<file path="src/rtl/lsu_rmw_ctrl.sv">
// lsu_rmw_ctrl: load/store control between the EX/MEM register and a
// byte-addressed, 4-byte-wide data memory. Converts RV32 LB/LH/LW/LBU/LHU
// and SB/SH/SW into memory transactions:
//   - loads read one word and sign/zero extend the selected low bytes,
//   - SW writes the word directly,
//   - SB/SH perform a read-modify-write so the untouched bytes survive.
//
// Optional build macro: LSU_MISALIGN_TRAP_EN
//   defined   -> halfword accesses with addr[0]!=0 and word accesses with
//                addr[1:0]!=0 are rejected with rsp_err (no memory strobe)
//   undefined -> alignment is not checked; in-range accesses are performed
//                as-is.
//
// Handshake (valid/ready): a request transfers on the rising edge where
// req_valid && req_ready are both high. req_ready is high only while the
// controller is IDLE, so the pipeline holds its request (and stalls) until
// that edge. Request inputs are sampled only on the transfer edge; outside
// it they are ignored. Completion is a one-cycle rsp_valid pulse with
// rsp_err/rsp_data, which then hold their value until the next pulse.

module lsu_rmw_ctrl #(
  parameter int MEM_BYTES = 128,
  parameter int ADDR_W    = 32
) (
  input  logic              clk,
  input  logic              reset,
  input  logic              req_valid,
  output logic              req_ready,
  input  logic              req_load,
  input  logic              req_store,
  input  logic [2:0]        req_funct3,
  input  logic [ADDR_W-1:0] req_addr,
  input  logic [31:0]       req_wdata,
  output logic [31:0]       mem_address,
  output logic [31:0]       mem_writeData,
  output logic              mem_memRead,
  output logic              mem_memWrite,
  input  logic [31:0]       mem_rdata,
  output logic              rsp_valid,
  output logic              rsp_err,
  output logic [31:0]       rsp_data,
  output logic [2:0]        dbg_state
);

  // Controller states. IDLE is the reset state and the only accepting one.
  typedef enum logic [2:0] {
    IDLE   = 3'd0,
    LOAD   = 3'd1,
    WRITE  = 3'd2,
    RMW_RD = 3'd3,
    RMW_WR = 3'd4,
    RESP   = 3'd5
  } state_t;

  state_t state;
  state_t state_next;

  // Request fields captured on the accept edge. The access kind is not
  // stored separately: the state path chosen at accept already encodes it.
  logic [ADDR_W-1:0] addr_q;
  logic [2:0]        funct3_q;
  logic [31:0]       wdata_q;

  // Upper bytes of the old memory word for the sub-word merge; the low
  // byte is always replaced, so it is never kept.
  logic [31:8] merge_q;

  // Request decode and error detection.
  logic              accept;
  logic              kind_bad;
  logic              f3_legal;
  logic [ADDR_W:0]   end_addr;
  logic              range_bad;
  logic              misalign;
  logic              req_err;

  // Datapath helpers.
  logic [31:0]       load_ext;
  logic [31:0]       merged;

  assign accept   = req_valid && req_ready;
  assign kind_bad = (req_load == req_store);

  // One extra bit keeps addr+4 from wrapping near the top of the space.
  assign end_addr  = {1'b0, req_addr} + (ADDR_W+1)'(4);
  assign range_bad = (end_addr > (ADDR_W+1)'(MEM_BYTES));

`ifdef LSU_MISALIGN_TRAP_EN
  // funct3[1:0] gives the access size: 01 = halfword, 10 = word.
  assign misalign = ((req_funct3[1:0] == 2'b01) && req_addr[0]) ||
                    ((req_funct3[1:0] == 2'b10) && (req_addr[1:0] != 2'b00));
`else
  assign misalign = 1'b0;
`endif

  assign req_err = kind_bad || !f3_legal || range_bad || misalign;

  // Legal funct3 codes differ between loads and stores.
  always_comb begin
    f3_legal = 1'b0;
    if (req_load) begin
      case (req_funct3)
        3'd0, 3'd1, 3'd2, 3'd4, 3'd5: f3_legal = 1'b1;
        default:                      f3_legal = 1'b0;
      endcase
    end else begin
      case (req_funct3)
        3'd0, 3'd1, 3'd2: f3_legal = 1'b1;
        default:          f3_legal = 1'b0;
      endcase
    end
  end

  // Load result extension from the raw memory word (little-endian: the
  // addressed byte is bits [7:0]).
  always_comb begin
    case (funct3_q)
      3'd0:    load_ext = {{24{mem_rdata[7]}}, mem_rdata[7:0]};
      3'd1:    load_ext = {{16{mem_rdata[15]}}, mem_rdata[15:0]};
      3'd4:    load_ext = {24'h000000, mem_rdata[7:0]};
      3'd5:    load_ext = {16'h0000, mem_rdata[15:0]};
      default: load_ext = mem_rdata;
    endcase
  end

  // Sub-word store merge: funct3_q[0] selects SH, otherwise SB.
  assign merged = funct3_q[0] ? {merge_q[31:16], wdata_q[15:0]}
                              : {merge_q[31:8],  wdata_q[7:0]};

  // State register.
  always_ff @(posedge clk or negedge reset) begin
    if (!reset) begin
      state <= IDLE;
    end else begin
      state <= state_next;
    end
  end

  // Next-state selection; the access path is decided once, at accept.
  always_comb begin
    state_next = state;
    case (state)
      IDLE: begin
        if (accept) begin
          if (req_err) begin
            state_next = RESP;
          end else if (req_load) begin
            state_next = LOAD;
          end else if (req_funct3 == 3'd2) begin
            state_next = WRITE;
          end else begin
            state_next = RMW_RD;
          end
        end
      end
      LOAD:    state_next = RESP;
      WRITE:   state_next = RESP;
      RMW_RD:  state_next = RMW_WR;
      RMW_WR:  state_next = RESP;
      RESP:    state_next = IDLE;
      default: state_next = IDLE;
    endcase
  end

  // Handshake, memory strobes and write data decoded purely from state, so
  // a reset drops every strobe in the same instant as the state.
  always_comb begin
    req_ready     = 1'b0;
    mem_memRead   = 1'b0;
    mem_memWrite  = 1'b0;
    rsp_valid     = 1'b0;
    mem_writeData = 32'h0;
    case (state)
      IDLE:   req_ready = 1'b1;
      LOAD:   mem_memRead = 1'b1;
      WRITE: begin
        mem_memWrite  = 1'b1;
        mem_writeData = wdata_q;
      end
      RMW_RD: mem_memRead = 1'b1;
      RMW_WR: begin
        mem_memWrite  = 1'b1;
        mem_writeData = merged;
      end
      RESP:   rsp_valid = 1'b1;
      default: begin
        req_ready = 1'b0;
      end
    endcase
  end

  // Capture the request on the accept edge; held for the whole transaction.
  always_ff @(posedge clk or negedge reset) begin
    if (!reset) begin
      addr_q   <= '0;
      funct3_q <= 3'd0;
      wdata_q  <= 32'h0;
    end else if (accept) begin
      addr_q   <= req_addr;
      funct3_q <= req_funct3;
      wdata_q  <= req_wdata;
    end
  end

  // Keep the old upper bytes read during the first half of a sub-word store.
  always_ff @(posedge clk or negedge reset) begin
    if (!reset) begin
      merge_q <= 24'h000000;
    end else if (state == RMW_RD) begin
      merge_q <= mem_rdata[31:8];
    end
  end

  // Response registers change only on the edge that enters RESP, so they
  // stay stable from one rsp_valid pulse to the next.
  always_ff @(posedge clk or negedge reset) begin
    if (!reset) begin
      rsp_err  <= 1'b0;
      rsp_data <= 32'h0;
    end else begin
      case (state)
        IDLE: begin
          if (accept && req_err) begin
            rsp_err  <= 1'b1;
            rsp_data <= 32'h0;
          end
        end
        LOAD: begin
          rsp_err  <= 1'b0;
          rsp_data <= load_ext;
        end
        WRITE, RMW_WR: begin
          rsp_err  <= 1'b0;
          rsp_data <= 32'h0;
        end
        default: begin
          rsp_err  <= rsp_err;
          rsp_data <= rsp_data;
        end
      endcase
    end
  end

  assign mem_address = 32'(addr_q);
  assign dbg_state   = state;

endmodule

</file>
<file path="config.mk">
export PLATFORM = sky130hd
export DESIGN_NAME = lsu_rmw_ctrl
export DESIGN_NICKNAME = d
export VERILOG_FILES = /design/src/rtl/lsu_rmw_ctrl.sv
export SDC_FILE = /design/constraint.sdc
export NUM_CORES = 1
export LEC_CHECK = 0
export ABC_AREA = 1
export ABC_CLOCK_PERIOD_IN_PS = 3500
export CAP_MARGIN = 5
export CORE_MARGIN = 2
export CORE_UTILIZATION = 50
export CTS_BUF_LIST = sky130_fd_sc_hd__clkbuf_4 sky130_fd_sc_hd__clkbuf_8
export DETAILED_ROUTE_END_ITERATION = 6
export GPL_TIMING_DRIVEN = 0
export PLACE_DENSITY = 0.85
export SYNTH_ARGS = -nofsm -noshare
export SYNTH_HDL_FRONTEND = slang
export SYNTH_SLANG_ARGS = --single-unit
</file>
<file path="constraint.sdc">
create_clock -name clk -period 3.5 [get_ports clk]
set_clock_uncertainty 0.15 [all_clocks]
set_input_delay 0.7 -clock clk [delete_from_list [all_inputs] [get_ports clk]]
set_output_delay 0.7 -clock clk [all_outputs]
set_load 0.01 [all_outputs]
</file>
==> summary.txt, run 1 <==
Placement
  – GP Congestion: 0.958
  – Port buffer count: slightly above 200
  – Post-DP HPWL: approximately 16 mm
  – DP Area: between 9000 and 10000 µm²

Drt
  – DR vias: between 6000 and 7000
  – Initial drt markers: around 570
  – Remaining DRCs: 0
  – TritonRoute pass-1 iters: 5
  – Wirelength per Cell: 16.7 µm
  – Post-route ant nets: 0
  – Vias per cell: roughly 5.3
  – WL final: 21.4 mm

Clock tree
  – TritonCTS Sinks: 127
  – CTS clk-pin slew, worst paths: 0.08 ns
  – Total CTS buffers: 17
  – Clk buf depth: 2
  – H-tree Lvls: 4
  – CTS tree: done
  – Root Driver: clkbuf_8
  – Skew-Pair Late Insertion Delay: 0.45 ns

Power and ir drop
  – Power per cell area: approximately 740 nW/µm²
  – Maximum vdd drop: between 0.0004 and 0.0005 V
  – Tot Pwr: slightly above 7 mW
  – P_leak: about 4.4 nW

Cells and area
  – Synth-to-Final Area Change: 42.4%
  – Fin area: between 9000 and 10000 µm²
  – Commonest non-fill, non-tap cell in the layout: nand2_1
  – Final Util: 0.725
  – Layout cells sized above 1: 0.104
  – NumNets Final: about 1200
  – Diodes inserted: 0
  – Most frequent cells in the layout: nand2_1 (261), clkdlybuf4s50_1 (206), dfrtp_1 (127)

Setup path
  – Max FO, Critical Path: 10
  – Worst R2R Setup Slack: around 0.80 ns
  – CP arrival: roughly 2.6 ns
  – Startpoint types: register
  – Worst Path Required: ~2.7 ns
  – Crit Path Category: reg2out
  – Worst Setup End Kind: output pin

Floorplan
  – Total core area: 13100 µm²
  – Starting Density: 0.509
  – Rows: 42
  – Die footprint: 14300 µm²
  – Die Span X: about 120 µm
  – Die Span Y: around 120 µm
  – Ports: 208

Synth
  – Synth Instances: between 800 and 900
  – Yosys Warn Count: 0
  – Synth cell types: 33
  – Seq/Total Area, Yosys: 0.475
  – Syn avg cell area: 7.81 µm²
  – Flops & latches, synth: approximately 130
  – Synthesized area: 6690 µm²
  – Syn_nets: just under 1000

Global route
  – Largest net degree at the start of global routing: 85
  – Number of global-route vias before repair: around 6500
  – Total grt overflow: 0
  – Initial antenna violation count: 0
  – First-pass GRT wire length: between 30 and 40 mm
  – Global-route usage over all layers: 0.308

STA
  – Slew Limit Fails: 0
  – Worst Hold Slack: about 0.0085 ns
  – Fin. Hold Viols: 0
  – Setup_tns: 0 ns
  – Slew headroom: 0.452
  – RSZ-0062 raised after global routing: yes
  – Fmax: between 200 and 300 MHz
  – Worst Tran Pin Value: about 0.81 ns
  – Post-route clock period utilization: 0.973
  – Min Tclk post-route: around 3.4 ns
  – Final setup vio count: 0

Status
  – Status: completed

Worst hold path
  – Hold Path Class: in2async

Job
  – Max cap viols: 0
==> logic make-up after synthesis <==
| family | after synthesis | synth area share |
|---|---|---|
| XOR/XNOR | 1 | 0.00131 |
| flip-flops | 127 | 0.475 |
| AND/OR/NAND/NOR | 440 | 0.301 |
| buffers and inverters | 129 | 0.0793 |
| multiplexers | 24 | 0.0389 |
| AO/OA/AOI/OAI | 136 | 0.104 |
==> synth_stat cells <==
master	number	area [µm²]
inv_1	94	353
buf_8	3	45.0
nor2_4	3	33.8
nor4_1	1	6.26
nand4_1	13	81.3
a21boi_0	1	7.51
nor2_1	70	263
o21ai_0	119	596
buf_1	2	7.51
a21oi_1	4	20.0
nand3_4	1	17.5
and3_1	1	6.26
o22ai_1	9	56.3
inv_2	3	11.3
clkinv_1	1	3.75
nor3_2	1	10.0
nand3_2	30	300
xor2_1	1	8.76
buf_6	1	11.3
nor2_2	4	25.0
nand2_1	262	983
buf_2	4	20.0
clkbuf_1	21	78.8
nor3_1	10	50.1
mux2i_1	8	80.1
nand3_1	35	175
a31oi_1	1	6.26
nand2_4	1	11.3
mux2_2	16	180
dfrtp_1	127	3180
nand3b_1	3	22.5
o21ai_1	2	10.0
nand2_2	5	31.3
==> layer usage <==
metal,vias up,track usage,wire length (µm)
met1,3135,0.395,8820
met5,-,0,0
met2,314,0.501,10100
li1,3230,-,-
met3,60,0.0684,1530
met4,0,0.136,903
==> per-stage QoR <==
step | instances | setup WS, ns
floorplan | 857 | 1.02
global placement | 1240 | -3.31
detailed placement | 1241 | -0.0108
CTS | 1273 | 0.0403
global route | 1278 | -0.0340
finish | 1278 | 0.0930
==> worst max-delay path, cell delays in order, from the launching register on <==
cell             delay, ns
dfrtp_1               0.45
inv_1                 0.19
nand3_1               0.25
clkbuf_1              0.34
o22ai_1               0.29
clkdlybuf4s50_1       0.58
==> worst paths after layout <==
check | endpoint | depth (start not counted) | start
max in group asynchronous | funct3_q[0] | 2 | reset
min in group clk | mem_address[3] | 2 | mem_address[3]
worst min-delay path | rsp_data[21] | 1 | reset
worst min register to register | mem_address[3] | 2 | mem_address[3]
worst max-delay path | mem_writeData[11] | 5 | dbg_state[2]
worst max register to register | rsp_data[17] | 6 | funct3_q[1]
==> repair_timing <==
item / in CTS / in global routing
hold buffers: 0 / 0
resized for setup: 4 / 3
endpoints found under the setup margin: 9 / 18
buffers inserted: 0 / 5
endpoints found under the hold margin: 0 / 0
pin swaps: 0 / 1
==> layout make-up <==
class | count | area [µm²]
sequential | 127 | 3180
clock inverter | 9 | 153
tap | 176 | 220
buffer | 31 | 164
timing repair buffer | 213 | 2140
fill | 989 | 3610
multi-input combinational | 601 | 2990
clock buffer | 23 | 310
inverter | 98 | 373
==> registers in the layout, summed over array words and instances (netlist names) <==
signal / cells
dbg_state: 3
funct3_q: 3
mem_address: 32
merge_q: 24
rsp_data: 32
rsp_err: 1
wdata_q: 32
==> power by group <==
group,internal [mW],total (mW),switching (mW)
clock network,0.880,1.47,0.587
logic,1.53,3.26,1.73
registers,2.04,2.35,0.313
total,4.45,7.08,2.63
Power figures use the tool's default switching activity.
==> run 2: changes to the inputs <==
--- a/config.mk
+++ b/config.mk
@@ -6,14 +6,14 @@
 export NUM_CORES = 1
 export LEC_CHECK = 0
 export ABC_AREA = 1
-export ABC_CLOCK_PERIOD_IN_PS = 3500
+export ABC_CLOCK_PERIOD_IN_PS = 3200
 export CAP_MARGIN = 5
 export CORE_MARGIN = 2
-export CORE_UTILIZATION = 50
+export CORE_UTILIZATION = 49
 export CTS_BUF_LIST = sky130_fd_sc_hd__clkbuf_4 sky130_fd_sc_hd__clkbuf_8
 export DETAILED_ROUTE_END_ITERATION = 6
 export GPL_TIMING_DRIVEN = 0
-export PLACE_DENSITY = 0.85
+export PLACE_DENSITY = 0.83
 export SYNTH_ARGS = -nofsm -noshare
 export SYNTH_HDL_FRONTEND = slang
 export SYNTH_SLANG_ARGS = --single-unit
==> constraint.sdc (replaced) <==
create_clock -name clk -period 3.2 [get_ports clk]
set_clock_uncertainty 0.15 [all_clocks]
set_input_delay 0.64 -clock clk [delete_from_list [all_inputs] [get_ports clk]]
set_output_delay 0.64 -clock clk [all_outputs]
set_load 0.01 [all_outputs]
==> summary.txt, run 2 (synthesis gave the netlist of run 1 again) <==
Status
  – Status: completed

Setup path
  – Critical Path Slowest Stage Cell: clkdlybuf4s50_1
  – Worst r2r src: funct3_q[1]
  – Register-to-Register Path Depth: 6 (unchanged)
  – Startpoint types: register
  – Crit-path cells: nor2_2 -> inv_1 -> nor2_4 -> clkinv_4 -> nand2_4 -> inv_2 -> nor2_1 -> clkdlybuf4s50_1
  – Max FO, Critical Path: 9 (-1)
  – WP buf/inv: 4 (+1)
  – FF-to-FF End: rsp_data[29]
  – Worst Path Required: 2.41 ns (-0.24 ns)
  – CP peak stage delay: 0.55 ns (-0.03 ns)
  – CP arrival: 2.33 ns (-0.23 ns)
  – CP delay by family, top: buffers and inverters
  – Crit Path Category: reg2out
  – Worst Setup End Kind: output pin
  – Worst R2R Setup Slack: 0.26 ns (-0.54 ns)
  – Crit path depth: 8 (+3)

Clock tree
  – TritonCTS Sinks: 127 (unchanged)
  – CTS clk-pin slew, worst paths: 0.08 ns (about the same)
  – H-tree Lvls: 4 (unchanged)
  – Root Driver: clkbuf_8
  – CTS tree: done
  – Total CTS buffers: 17 (unchanged)
  – Clk buf depth: 2 (unchanged)
  – Skew-Pair Late Insertion Delay: 0.45 ns (about the same)

STA
  – Final setup vio count: 0 (unchanged)
  – Min Tclk post-route: approximately 3.1 ns
  – Fin. Hold Viols: 0 (unchanged)
  – Setup_tns: 0 ns (unchanged)
  – Fmax: roughly 320 MHz
  – Slew headroom: 0.466 (+0.0137)
  – Worst Tran Pin Value: 0.794 ns (-0.0204 ns)
  – Post-route clock period utilization: 0.976
  – Slew Limit Fails: 0 (unchanged)
  – Crit path setup slack, layout: 0.0770 ns (-0.0160 ns)

Drt
  – Remaining DRCs: 0 (unchanged)
  – Post-route ant nets: 0 (unchanged)
  – WL final: 22.2 mm (+3.8%)
  – TritonRoute pass-1 iters: 5 (unchanged)
  – Initial drt markers: 665 (+16%)
  – Wirelength per Cell: 17.4 µm (+3.8%)
  – DR vias: 6859 (+1.8%)
  – Vias per cell: 5.37 (+1.8%)

Worst hold path
  – Worst Hold Launch: mem_address[2]
  – Hold path cells: 2
  – Hold Path Class: reg2reg
  – Hold Path End: mem_address[2]

Floorplan
  – Starting Density: 0.503 (-0.00604)
  – Rows: 42 (unchanged)
  – Total core area: 13300 µm² (+1.2%)
  – Die Span X: 121 µm (+0.98%)
  – Die Span Y: 121 µm (+0.98%)
  – Die footprint: 14600 µm² (+2.0%)
  – Ports: 208 (unchanged)

Global route
  – Grt met2 use: 0.496 (-0.00423)
  – Initial antenna violation count: 0 (unchanged)
  – Gr busiest metal: met2
  – First-pass GRT wire length: 34.2 mm (about the same)
  – Largest net degree at the start of global routing: 86 (+1.2%)
  – Global-route usage over all layers: 0.307 (-0.00101)
  – Met3 Usage GRT: 0.0722 (+0.00373)
  – Number of global-route vias before repair: 6579 (+0.70%)
  – Total grt overflow: 0 (unchanged)
  – Met1 usage: 0.393 (-0.00179)

Placement
  – Pre-CTS setup slack: -0.176 ns (-0.165 ns)
  – DP Area: 9010 µm² (unchanged)
  – GP Congestion: 0.941 (-1.8%)
  – Post-DP HPWL: 16.5 mm (+0.43%)
  – Port buffer count: 207 (unchanged)

Cells and area
  – Final Util: 0.722 (-0.00257)
  – Fin area: 9610 µm² (+0.84%)
  – NumNets Final: 1193 (unchanged)
  – Diodes inserted: 0 (unchanged)
  – Most frequent cells in the layout: nand2_1 (261), clkdlybuf4s50_1 (187), dfrtp_1 (126)
  – Layout cells sized above 1: 0.109 (+0.00454)
  – Commonest non-fill, non-tap cell in the layout: nand2_1
  – Synth-to-Final Area Change: 43.6%

Job
  – Max cap viols: 0 (unchanged)

Power and ir drop
  – Maximum vdd drop: 0.000452 V (-1.5%)
  – P_leak: 4.70 nW (+6.3%)
  – Power per cell area: 815 nW/µm² (+9.6%)
  – Tot Pwr: 7.83 mW (+11%)
run 2: cell count changes in the layout (fill, tap and decap cells not counted), moves of 3 or more:
cell | before | now
dlymetal6s2s_1 | 0 | 18
clkbuf_1 | 20 | 17
clkdlybuf4s50_1 | 206 | 187
clkbuf_8 | 22 | 17
run 2: worst reg2reg max path: cells and delay by family, from the launching register on:
| family | cells | cell delay [ns] |
|---|---|---|
| compound gates | 2 | 0.97 |
| simple gates | 3 | 0.94 |
| flops | 1 | 0.42 |
| buf+inv | 1 | 0.40 |
run 2: power breakdown:
part / switching (mW) / total, mW / internal, mW
combinational: 1.94 / 3.60 / 1.66
sequential: 0.349 / 2.57 / 2.23
clock: 0.714 / 1.65 / 0.941
run 2: routing by layer:
metal | wire, µm | up-vias
li1 | - | 3235
met4 | 674 | 0
met2 | 10600 | 339
met5 | 0 | -
met3 | 1750 | 50
met1 | 9160 | 3235
run 2: worst max-delay path by stage:
stage | to | startpoint
6_report | mem_writeData[1] | dbg_state[1]
5_1_grt | mem_writeData[1] | dbg_state[1]
4_1_cts | mem_writeData[3] | dbg_state[1]
3_5_place_dp | mem_writeData[3] | dbg_state[1]
3_3_place_gp | mem_address[23] | reset
2_1_floorplan | mem_writeData[0] | dbg_state[1]
run 2: what timing repair did:
action	4_1_cts	5_1_grt
resized for setup	10	27
endpoints found under the setup margin	27	31
hold buffers	1	0
setup buffers	3	1
hold endpoints to repair	42	0
pin swaps	1	1
run 2: area by class of cell:
type | count | area (µm²)
flip-flops and latches | 127 | 3180
clock buffers | 17 | 234
fillers | 1043 | 3690
repair buffers | 213 | 2180
plain buffers | 31 | 171
multi-input cells | 601 | 3010
well taps | 176 | 220
clock inverters | 15 | 234
inverters | 98 | 373
run 2: through the flow:
step,std cells,hold WS [ns]
3_5_place_dp,1241,0.311
6_report,1278,0.324
4_1_cts,1277,0.327
2_1_floorplan,857,0.194
5_1_grt,1278,0.368
3_3_place_gp,1240,0.308
==> patch 1, RTL diff (settings of run 2) <==
Add a define of `LSU_MISALIGN_TRAP_EN`.
--- a/src/rtl/lsu_rmw_ctrl.sv
+++ b/src/rtl/lsu_rmw_ctrl.sv
@@ -17,6 +17,8 @@
 // that edge. Request inputs are sampled only on the transfer edge; outside
 // it they are ignored. Completion is a one-cycle rsp_valid pulse with
 // rsp_err/rsp_data, which then hold their value until the next pulse.
+
+`define LSU_MISALIGN_TRAP_EN
 
 module lsu_rmw_ctrl #(
   parameter int MEM_BYTES = 128,
Check against the original RTL: not equivalent (Yosys sat finds a counterexample within 4 cycles, from zero or initial values and one cycle with reset low).
==> patch 1 against run 2 <==
  * Non-clock buffer count shrank 3
  * Final area shrank 3.5%
  * Sequential cell count is the same
  * Synthesized area shrank 3.6%
  * Wire length shrank 11%
  * Worst setup slack lost 12 ps
  * Via count shrank 5.7%
  * Total power shrank 7.1%
  * Register-to-register slack gained 340 ps
  * First-iteration DRC count shrank 33%
  * Combinational power shrank 10%
  * Critical path depth is the same
  * Largest cell class unchanged
  * Highest routed layer unchanged
==> patch 1: results (changes against run 2) <==
- Status: completed
- Wl on met1: 7820 µm (-15%)
- Dpl hpwl: 15200 µm (-8.0%)
- Final wirelength: 19900 µm (-11%)
- Clock Pin Slew Worst Setup and Hold Paths: 80 ps (about the same)
- Port Buffers: 207 (unchanged)
- Reg2Reg Depth: 8 (+2)
- Met1 Usage GRT: 0.345 (-0.0482)
- Routing usage on met3: 0.0627 (-0.00943)
- Hold Path Class: flop to flop
- Synth async-reset ratio: 1.00 (unchanged)
- Unique masters post-synth: 30 (-9.1%)
- Met2 usage: 0.491 (-0.00511)
- Max_cap viols: 0 (unchanged)
- Synth Area in Compound Gates: 0.106 (+0.00159)
- Antenna violations before repair: 0 (unchanged)
- Seq/Total Area, Yosys: 0.493 (+0.0179)
- Fill cell count: 1027 (-1.5%)
- Xor/xnor share of the synthesized area: 0.00408 (+0.00277)
- Routability cong.: 0.954 (+1.4%)
- DR vias: 6465 (-5.7%)
- Number of global-route vias before repair: 6384 (-3.0%)
- Tot GR Track Use: 0.287 (-0.0197)
- Hold_sp: mem_address[3]
- Initial DRC Count: 444 (-33%)
- Worst reg2reg startpoint: funct3_q[0]
- Placed instance area: 8760 µm² (-2.7%)
- Largest net degree at the start of global routing: 79 (-8.1%)
- DP Worst Slack: -216 ps (-40.3 ps)
- Share of layout cells above drive strength 1: 0.101 (-0.00740)
- Top post-synthesis cells by count: 273 x nand2_1, 131 x o21ai_0, 127 x dfrtp_1, 88 x inv_1, 71 x nor2_1
- Synth top area cells: dfrtp_1 49%, nand2_1 16%, o21ai_0 10%, inv_1 5.1%, nor2_1 4.1%
- Mapped Nets: 936 (-2.6%)
- Mux share of post-synthesis cell area: 0.0279 (-0.0110)
- Critical Path AT: 2350 ps (+20 ps)
- Via-to-Cell Ratio: 5.19 (-3.3%)
- Max VDD drop: 0.000414 V (-8.3%)
- Relative slew margins: 0.469 (+0.00289)
- First-pass GRT wire length: 31700 µm (-7.3%)
- CTS root buf: clkbuf_8
- Met2 Routed Length: 9940 µm (-6.4%)
- Drt first pass iters: 4 (-1)
- Net count, final: 1165 (-2.3%)
- Critical-path maximum fanout: 8 (-1)
- Post-Synth Adder-Cell Area: 0 (unchanged)
- Mapped Avg Cell Area: 7.75 µm² (-0.73%)
- LEAKAGE: 0.00436 µW (-7.2%)
- DR WL met3: 1320 µm (-24%)
==> patch 1: cell types whose count changed after synthesis, sizes merged, moves of 4 or more <==
cell   change
nor2       +4
nand4      -9
o22ai      -9
inv        -7
mux2i      -8
o21ai     +11
nand2     +14
nand3     -13
==> patch 1: timing repair <==
item                                    in CTS  in global routing
cloned                                       0                  0
setup buffers                                0                  2
pin swaps                                    0                  1
endpoints found under the setup margin      28                 27
hold endpoints to repair                    49                  0
gates resized for setup                      7                 11
hold buffers                                 1                  0
==> patch 1: critical path, cell delays in order (launching register included) <==
cell             delay [ps]
dfrtp_2                 460
nor2_1                  120
inv_1                   100
nor2_4                  190
inv_1                    70
nand2_1                 150
inv_2                   110
nor2_1                  150
clkdlybuf4s50_1         560
==> patch 1: worst paths after layout <==
kind                                    end  slack, ps
max reg2reg                    rsp_data[31]        600
min in group asynchronous       wdata_q[29]        580
max                        mem_writeData[7]         60
min                          mem_address[3]        330
min reg2reg                  mem_address[3]        330
max in group asynchronous   mem_address[31]       1590
==> patch 1: cell type report <==
cell class	instances	area, µm²	area share
inverters	90	338	0.0364
well taps	172	215	0.0232
multi-input cells	584	2790	0.301
clock inverters	12	181	0.0196
plain buffers	30	159	0.0171
repair buffers	211	2130	0.230
clock buffers	20	275	0.0297
flip-flops and latches	127	3180	0.343
==> patch 1: logic make-up (layout without fill, tap and decap cells) <==
| family | count (synthesis) | count (layout) |
|---|---|---|
| AO/OA/AOI/OAI | 135 | 135 |
| XOR/XNOR | 3 | 3 |
| buffers and inverters | 121 | 363 |
| flip-flops | 127 | 127 |
| multiplexers | 16 | 16 |
| AND/OR/NAND/NOR | 430 | 430 |
==> patch 1: report_power, final <==
part | internal, µW | total [µW] | switching [µW]
Sequential | 2170 | 2450 | 284
Clock | 917 | 1570 | 655
Combinational | 1480 | 3240 | 1770
==> patch 2, RTL diff (flow settings as in run 2) <==
Without the edit above. Put one more register stage on the output `dbg_state`, with the module's reset. The value now appears one clock later. The other outputs are not delayed to match.
--- a/src/rtl/lsu_rmw_ctrl.sv
+++ b/src/rtl/lsu_rmw_ctrl.sv
@@ -242,7 +242,13 @@
   end
 
   assign mem_address = 32'(addr_q);
-  assign dbg_state   = state;
+  always_ff @(posedge clk or negedge reset) begin
+    if (!reset) begin
+      dbg_state <= '0;
+    end else begin
+      dbg_state <= state;
+    end
+  end
 
 endmodule
 
Check against the original RTL: not equivalent (a bounded check fails within 4 cycles, from zero or initial values and one cycle with reset low).
==> patch 2 against run 2 <==
  * Worst setup slack better by 6.5 ps
  * Wire length is 7.2% lower
  * Final area is 0.70% higher
  * Sequential cell count is 3 higher
  * Count of clock-buffer cells in the layout is 3 higher
  * Sequential share of layout area is 0.54 points higher
  * Total power is 0.99% higher
  * Synthesized area is 1.1% higher
  * Largest power group unchanged
  * Highest routed layer unchanged
==> patch 2: results (changes against run 2) <==
- Top post-synthesis cells by count: 262 x nand2_1, 130 x dfrtp_1, 119 x o21ai_0, 94 x inv_1, 70 x nor2_1
- Slew at the pin closest to its max-slew limit: 717 ps (-77.1 ps)
- Worst R2R End: rsp_data[30]
- Final wirelength: 20600 µm (-7.2%)
- Post-CTS setup buffers: 2 (-1)
- Critical-path maximum fanout: 10 (+1)
- Switching pwr: 2850 µW (-5.2%)
- Share of layout cells above drive strength 1: 0.106 (-0.00291)
- WHS: 272 ps (-52.6 ps)
- Int Pwr: 5060 µW (+4.8%)
- Post_cts resized: 8 (-2)
- Routing usage on met3: 0.0691 (-0.00309)
- R2r setup slk: 590 ps (+330 ps)
- P_seq: 2620 µW (+2%)
- Crit. Startpoint: state[2]
- Largest net degree at the start of global routing: 78 (-9.3%)
- Met1 Usage GRT: 0.354 (-0.0398)
- Status: completed
- Mapped Nets: 964 (+0.31%)
- Hold_sp: state[0]
- Initial DRC Count: 493 (-26%)
- Via-to-Cell Ratio: 5.18 (-3.4%)
- Placed instance area: 9090 µm² (+0.83%)
- Net count, final: 1195 (+0.17%)
- First-pass GRT wire length: 32200 µm (-5.8%)
- Max VDD drop: 0.000452 V (about the same)
- Clock network fraction of total power: 0.228 (+0.017)
[patch 2: cell type report]
cell class              count  area, µm²
clock buffers              20        263
repair buffers            212       2150
multi-input cells         601       3000
inverters                  98        373
well taps                 176        220
fillers                  1011       3670
plain buffers              31        168
flip-flops and latches    130       3250
clock inverters            12        253
[patch 2: per-stage QoR]
step | std cells | setup WS (ps) | utilization
floorplan | 860 | 822 | -
global placement | 1243 | -3750 | 0.679
detailed placement | 1244 | -178 | 0.681
CTS | 1279 | 5.47 | 0.722
global route | 1280 | 1.09 | 0.725
finish | 1280 | 83.5 | 0.725
[patch 2: logic make-up (layout without fill, tap and decap cells)]
kind of cell	after synthesis	in the layout	share of synthesized area
compound gates	136	136	0.103
xor+xnor	1	1	0.00129
mux	24	24	0.0385
buf+inv	129	373	0.0784
simple gates	440	440	0.298
flops	130	130	0.481
[patch 2: routing by layer]
layer | part of all wire | up-vias
li1 | - | 3236
met1 | 0.41 | 3084
met2 | 0.49 | 277
met3 | 0.075 | 38
met4 | 0.024 | 0
met5 | 0 | -
